<file path="src/rtl/pipe_ctrl.sv">
// Pipeline hazard controller: combinational write enables (zero latency) and registered per-stage valid bits.
// Backpressure: mem/fetch/load-use stalls drop upstream write enables; held-PC cycles are counted, saturating.
module pipe_ctrl #(
    parameter int CNT_W = 32
) (
    input  logic             i_clk,
    input  logic             i_rst_n,
    input  logic             i_if_busy,
    input  logic             i_mem_busy,
    input  logic             i_ld_use,
    input  logic             i_br_flush,
    input  logic             i_trap_flush,
    output logic             o_pc_wen,
    output logic             o_ifid_wen,
    output logic             o_idex_wen,
    output logic             o_exmem_wen,
    output logic             o_memwb_wen,
    output logic             o_ifid_vld,
    output logic             o_idex_vld,
    output logic             o_exmem_vld,
    output logic             o_memwb_vld,
    output logic             o_commit,
    output logic [CNT_W-1:0] o_stall_cnt
);

    typedef enum logic [2:0] {
        EV_NONE,
        EV_IF_BUSY,
        EV_LD_USE,
        EV_BR_FLUSH,
        EV_MEM_BUSY,
        EV_TRAP
    } event_e;

    typedef struct packed {
        logic ifid;
        logic idex;
        logic exmem;
        logic memwb;
    } vld_t;

    vld_t             vld_q;
    vld_t             vld_d;
    event_e           ev;
    logic             trap_q;
    logic             br_q;
    logic             ld_q;
    logic [CNT_W-1:0] stall_cnt_q;

    // Events only count when the stage they refer to actually holds an instruction.
    assign trap_q = i_trap_flush & vld_q.memwb;
    assign br_q   = i_br_flush & vld_q.idex;
    assign ld_q   = i_ld_use & vld_q.ifid & vld_q.idex;

    always_comb begin
        ev = EV_NONE;
        if (trap_q) begin
            ev = EV_TRAP;
        end else if (i_mem_busy) begin
            ev = EV_MEM_BUSY;
        end else if (br_q) begin
            ev = EV_BR_FLUSH;
        end else if (ld_q) begin
            ev = EV_LD_USE;
        end else if (i_if_busy) begin
            ev = EV_IF_BUSY;
        end
    end

    always_comb begin
        o_pc_wen    = 1'b1;
        o_ifid_wen  = 1'b1;
        o_idex_wen  = 1'b1;
        o_exmem_wen = 1'b1;
        o_memwb_wen = 1'b1;
        vld_d.ifid  = 1'b1;
        vld_d.idex  = vld_q.ifid;
        vld_d.exmem = vld_q.idex;
        vld_d.memwb = vld_q.exmem;
        case (ev)
            EV_TRAP: begin
                vld_d = '0;
            end
            EV_MEM_BUSY: begin
                o_pc_wen    = 1'b0;
                o_ifid_wen  = 1'b0;
                o_idex_wen  = 1'b0;
                o_exmem_wen = 1'b0;
                vld_d       = vld_q;
                vld_d.memwb = 1'b0;
            end
            EV_BR_FLUSH: begin
                // Redirect PC is written even if the fetch is still busy.
                vld_d.ifid = 1'b0;
                vld_d.idex = 1'b0;
            end
            EV_LD_USE: begin
                o_pc_wen   = 1'b0;
                o_ifid_wen = 1'b0;
                vld_d.ifid = vld_q.ifid;
                vld_d.idex = 1'b0;
            end
            EV_IF_BUSY: begin
                o_pc_wen   = 1'b0;
                vld_d.ifid = 1'b0;
            end
            default: begin
            end
        endcase
        o_commit = vld_q.memwb & ~trap_q;
        if (i_rst_n) begin
            o_pc_wen    = 1'b0;
            o_ifid_wen  = 1'b0;
            o_idex_wen  = 1'b0;
            o_exmem_wen = 1'b0;
            o_memwb_wen = 1'b0;
            o_commit    = 1'b0;
        end
    end

    always_ff @(posedge i_clk or posedge i_rst_n) begin
        if (i_rst_n) begin
            vld_q       <= '0;
            stall_cnt_q <= '0;
        end else begin
            vld_q <= vld_d;
            if (!o_pc_wen && (stall_cnt_q != {CNT_W{1'b1}})) begin
                stall_cnt_q <= stall_cnt_q + {{(CNT_W-1){1'b0}}, 1'b1};
            end
        end
    end

    assign o_ifid_vld  = vld_q.ifid;
    assign o_idex_vld  = vld_q.idex;
    assign o_exmem_vld = vld_q.exmem;
    assign o_memwb_vld = vld_q.memwb;
    assign o_stall_cnt = stall_cnt_q;

endmodule

</file>
<file path="config.mk">
export PLATFORM = sky130hd
export DESIGN_NAME = pipe_ctrl
export DESIGN_NICKNAME = d
export VERILOG_FILES = /design/src/rtl/pipe_ctrl.sv
export SDC_FILE = /design/constraint.sdc
export NUM_CORES = 1
export LEC_CHECK = 0
export CORE_MARGIN = 2
export CORE_UTILIZATION = 60
export DETAILED_ROUTE_END_ITERATION = 8
export DONT_BUFFER_PORTS = 1
export PLACE_DENSITY = 0.83
export SYNTH_ARGS = -nofsm -noshare
export SYNTH_HDL_FRONTEND = slang
export SYNTH_SLANG_ARGS = --single-unit
export TNS_END_PERCENT = 100
</file>
<file path="constraint.sdc">
create_clock -name i_clk -period 4.1 [get_ports i_clk]
set_clock_uncertainty 0.15 [all_clocks]
set_input_delay 0.82 -clock i_clk [delete_from_list [all_inputs] [get_ports i_clk]]
set_output_delay 0.82 -clock i_clk [all_outputs]
set_load 0.005 [all_outputs]
</file>
# --- Yosys cells after proc, flatten, opt, wreduce, memory -nomap -nowiden ---
# Index checks and enable logic that the tools add are counted.
classes:
  addsub: 1
  n_eq_ne: 6
  muxes: 16
  n_bitwise: 6
  n_reduce_logical: 6
op_table:
  columns: ["op", "count"]
  rows:
  - ["$add A32 B1 Y32 const B", 1]
  - ["$ne A32 B32 Y1 const B", 1]
  - ["$mux W1", 9]
  - ["$reduce_or A3 Y1", 3]
  - ["$eq A3 B2 Y1 const B", 2]
  - ["$eq A3 B3 Y1 const B", 2]
  - ["$mux W3", 2]
  - ["$and A1 B1 Y1", 5]
  - ["$mux W2", 2]
  - ["$pmux W1 S2", 2]
  - ["$pmux W2 S2", 1]
  - ["$eq A3 B1 Y1 const B", 1]
  - ["$reduce_or A2 Y1", 1]
  - ["$logic_and A1 B1 Y1", 1]
  - ["$logic_not A1 Y1", 1]
  - ["$not A1 Y1", 1]
word_totals:
  register_bits: 36
  in_bits: 7
  output_inout_bits: 42
  elab_cells: 40

# --- Longest topological paths before layout ---
logic_depth:
  word_depth: 12
  mapped_depth: 7
  mapped_depth_nobuf: 6

# --- Worst setup path after synthesis ---
# OpenSTA, ideal clock, no wires.
synth_timing:
  path_type: "input port to output port"
  start: "input port i_mem_busy"
  end: "output port o_pc_wen"
  t_arrival_ps: 1670
  required_time_ps: 3130
  slack_ps: 1460
  cell_stages: 4
  path_buffers: 1
  cell_sequence: "buf_2 -> a311o_1 -> a31o_2 -> inv_1"
synth_between:
  elab_chain_cells: 6
  word_cells_on_any_way: 8
  classes_between: "3 x eq/ne; 4 x mux; 1 x reduce/logical"
synth_rtl:
  columns: ["element", "line_no", "text"]
  rows:
  - ["start, declared", "9", "input logic i_mem_busy,"]
  - ["$mux W3 *", "59", "end else if (i_mem_busy) begin"]
  - ["$mux W3 *", "57", "if (trap_q) begin"]
  - ["$eq A3 B1 Y1 (tied with other cells)", "80", "case (ev)"]
  - ["$reduce_or A3 Y1 (no line) *", null, null]
  - ["$mux W1 *", "80", null]
  - ["$mux W1 *", "111", "if (i_rst_n) begin"]
  - ["end, declared", "13", "output logic o_pc_wen,"]
# Every way passes the cells marked *; elsewhere a longest branch is shown, timed or not.

# --- Final worst setup path ---
layout_timing:
  start: "input port i_ld_use"
  end: "output port o_pc_wen"
layout_between:
  elab_chain_cells: 10
  word_cells_on_any_way: 12
  classes_between: "3 x eq/ne; 6 x mux; 2 x bitwise; 1 x reduce/logical"
layout_rtl:
  columns: ["element", "line_no", "text"]
  rows:
  - ["start, declared", "10", "input logic i_ld_use,"]
  - ["$and A1 B1 Y1 * (2 in a row)", "53", "assign ld_q = i_ld_use & vld_q.ifid & vld_q.idex;"]
  - ["$mux W2 *", "63", "end else if (ld_q) begin"]
  - ["$mux W2 *", "61", "end else if (br_q) begin"]
  - ["$mux W3 *", "59", null]
  - ["$mux W3 *", "57", null]
  - ["$eq A3 B1 Y1 (tied with other cells)", "80", null]
  - ["$reduce_or A3 Y1 (no line) *", null, null]
  - ["$mux W1 *", "80", null]
  - ["$mux W1 *", "111", null]
# Marks and branches as above.

==> flow_metrics.env <==
export IMPL_run_status="complete, but fails checks"
export IMPL_violations="DRC"
export IMPL_seqCellArea_um2=901
export IMPL_fin_nets=184
export IMPL_crit_path_cell_trace="a311o_1 > a31o_2 > inv_1"
export IMPL_finalInstanceArea_mm2=0.00194
export IMPL_report_final_slew_viol_count=0
export IMPL_cap_violations=0
export IMPL_hold_violations=0
export IMPL_dp_hpwl_mm=2.69
export IMPL_core_rowCount=19
export IMPL_avgSynthCellArea_um2=10.6
export IMPL_period_share_pct=64.5
export IMPL_max_freq_mhz=378
export IMPL_ys_seq_area_share_pct=49.8
export IMPL_critPathSlowestCell="a311o_1"
export IMPL_synth_edf_count=0
export IMPL_post_cts_resized=0
export IMPL_grt_max_degree=37
export IMPL_cts_tree="done"
export IMPL_synthesis_nets=178
export IMPL_grt_usage_pct=23.5
export IMPL_tns_ns=0
export IMPL_core_mm2=0.00281
export IMPL_met2_length_mm=1.87
export IMPL_tightest_slew_ns=0.718
export IMPL_ys_flop_type="dfrtp_1"
export IMPL_dpl_instance_area_mm2=0.00184
export IMPL_path_clk_slew_ns=0.10
export IMPL_finalSetupViolCount=0
export IMPL_leakage_uw=0.000912
export IMPL_crit_path_max_fanout=6
export IMPL_rsz0062_at_grt="false"
export IMPL_final_util_pct=69.1
export IMPL_root_buffer="clkbuf_4"
export IMPL_num_fill_cells=214
export IMPL_synth_seq_cells=36
export IMPL_die_h_um=58.9
export IMPL_multi_input_area_um2=881
export IMPL_mostFrequentLayoutCells="dfrtp_1, nand2_1, xor2_1, xnor2_1, nor2_1"
export IMPL_cts_sinks=36
export IMPL_drive_above_1_share_pct=13.0
export IMPL_grt_pass1_vias=1375
export IMPL_drt_iter0_drc=46
export IMPL_drt_total_wl_mm=3.64
export IMPL_antenna_left=0
export IMPL_hold_class="in -> async"
export IMPL_synth_warnings=0
export IMPL_routabilityCongestion=0.825
export IMPL_cp_data_arrival_time_ns=1.67
export IMPL_vdd_drop_max_mv=0.387
export IMPL_initial_core_util_pct=64.5
export IMPL_end_kind="primary output"
export IMPL_cts_hold_buffers=0
export IMPL_die_width_um=58.9
export IMPL_io_buffers=0
export IMPL_clock_path_buffers=2
export IMPL_antenna_found_initial=0
export IMPL_grt_pass1_wl_mm=6.01
export IMPL_clock_latency_ns=0.34
export IMPL_routed_wl_met3_um=262
export IMPL_drc=5
export IMPL_first_pass_iters=6
export IMPL_syn_area_mm2=0.00181
export IMPL_highest_layer="met4"
export IMPL_synth_distinct_cells=39
export IMPL_async_flop_share_pct=100
export IMPL_post_cts_setup_buffers=0
export IMPL_avgRoutedWirePerCell_um=17.5
export IMPL_numCtsBuffers=5
export IMPL_final_common_cell="dfrtp_1"
export IMPL_vias_per_cell=6.32
export IMPL_diodes=0
export IMPL_syn_instance_count=170
export IMPL_overflow=0
export IMPL_vias=1315
export IMPL_worst_ep_required_time_ns=3.13
export IMPL_power_density_mw_per_mm2=446
export IMPL_crit_type="in -> out"
export IMPL_slowest_delay_ns=0.34
export IMPL_io_pins=49
export IMPL_min_period_ns=2.64
export IMPL_relSlewSlack_pct=51.8
export IMPL_worstSetupStartpointType="primary input"
export IMPL_dieArea_mm2=0.00347
export IMPL_htreeDepth=2
export IMPL_drt_met1_wl_mm=1.43
export IMPL_syn_to_final_growth_pct=7.12
-- registers in the layout (all words and copies together), names as in the netlist --
register	count
o_idex_vld	1
o_stall_cnt	32
o_memwb_vld	1
o_exmem_vld	1
o_ifid_vld	1
-- power breakdown --
group	total (uW)	switching (uW)	internal (uW)
sequential	474	72.9	402
combinational	115	53.6	61.5
clock	276	114	162
total	865	240	625
-- cells by family (layout without fill, tap and decap cells) --
family / count (synthesis) / after routing / share of synthesized area [%]
xor gates and xnor gates: 28 / 28 / 13.6
DFF: 36 / 36 / 49.8
muxes: 4 / 4 / 2.63
buffers and inverters: 6 / 13 / 1.52
and+or+nand+nor: 77 / 77 / 24.7
AOI/OAI and AO/OA: 18 / 18 / 7.12
adders and majority gates: 1 / 1 / 0.691
-- synth_stat cells, types with 3 or more instances --
cell type	n	area (um2)
a21oi_1	6	30.0
and3_1	3	18.8
dfrtp_1	36	901
inv_1	4	15.0
nand2_1	16	60.1
nand3_1	8	40.0
nand4_1	11	68.8
nor2_1	12	45.0
nor3_1	8	40.0
nor4_1	3	18.8
o21ai_0	3	15.0
xnor2_1	14	123
xor2_1	14	123
-- final cells by class --
type | instances | share of cell area, %
multi-input cells | 128 | 45.4
clock buffers | 7 | 3.36
clock inverters | 1 | 1.55
flip-flops and latches | 36 | 46.5
well taps | 31 | 2.00
repair buffers | 1 | 0.387
inverters | 4 | 0.775
-- per-stage QoR --
stage / hold WS, ns / total power [uW] / worst slack (ns) / std cells
2_1_floorplan: 0.335 / 562 / 1.46 / 170
3_3_place_gp: 0.364 / 586 / 1.49 / 200
3_5_place_dp: 0.376 / 600 / 1.45 / 200
4_1_cts: 0.383 / 877 / 1.46 / 208
5_1_grt: 0.383 / 911 / 1.38 / 208
6_report: 0.388 / 865 / 1.46 / 208
-- critical path, delay by kind of cell --
family | cells | cell delay, ns
buf+inv | 1 | 0.22
compound gates | 2 | 0.63
-- worst paths after layout --
path | startpoint | endpoint | slack (ns) | cells after the start
worst max-delay path | i_ld_use | o_pc_wen | 1.46 | 3
worst min-delay path | i_rst_n | o_stall_cnt[24] | 0.39 | 2
worst max register to register | o_stall_cnt[0] | o_stall_cnt[18] | 1.54 | 6
worst min register to register | o_stall_cnt[8] | o_stall_cnt[8] | 0.39 | 1
max in group asynchronous | i_rst_n | o_stall_cnt[2] | 3.09 | 2
min in group i_clk | o_stall_cnt[8] | o_stall_cnt[8] | 0.39 | 1
-- routing by layer --
layer  global-route usage [%]  vias up
met1                     25.0      643
met2                     41.1       43
li1                         -      623
met5                        0        -
met4                     9.42        0
met3                     9.45        6
Note: power is estimated with default switching activity, not from simulation.
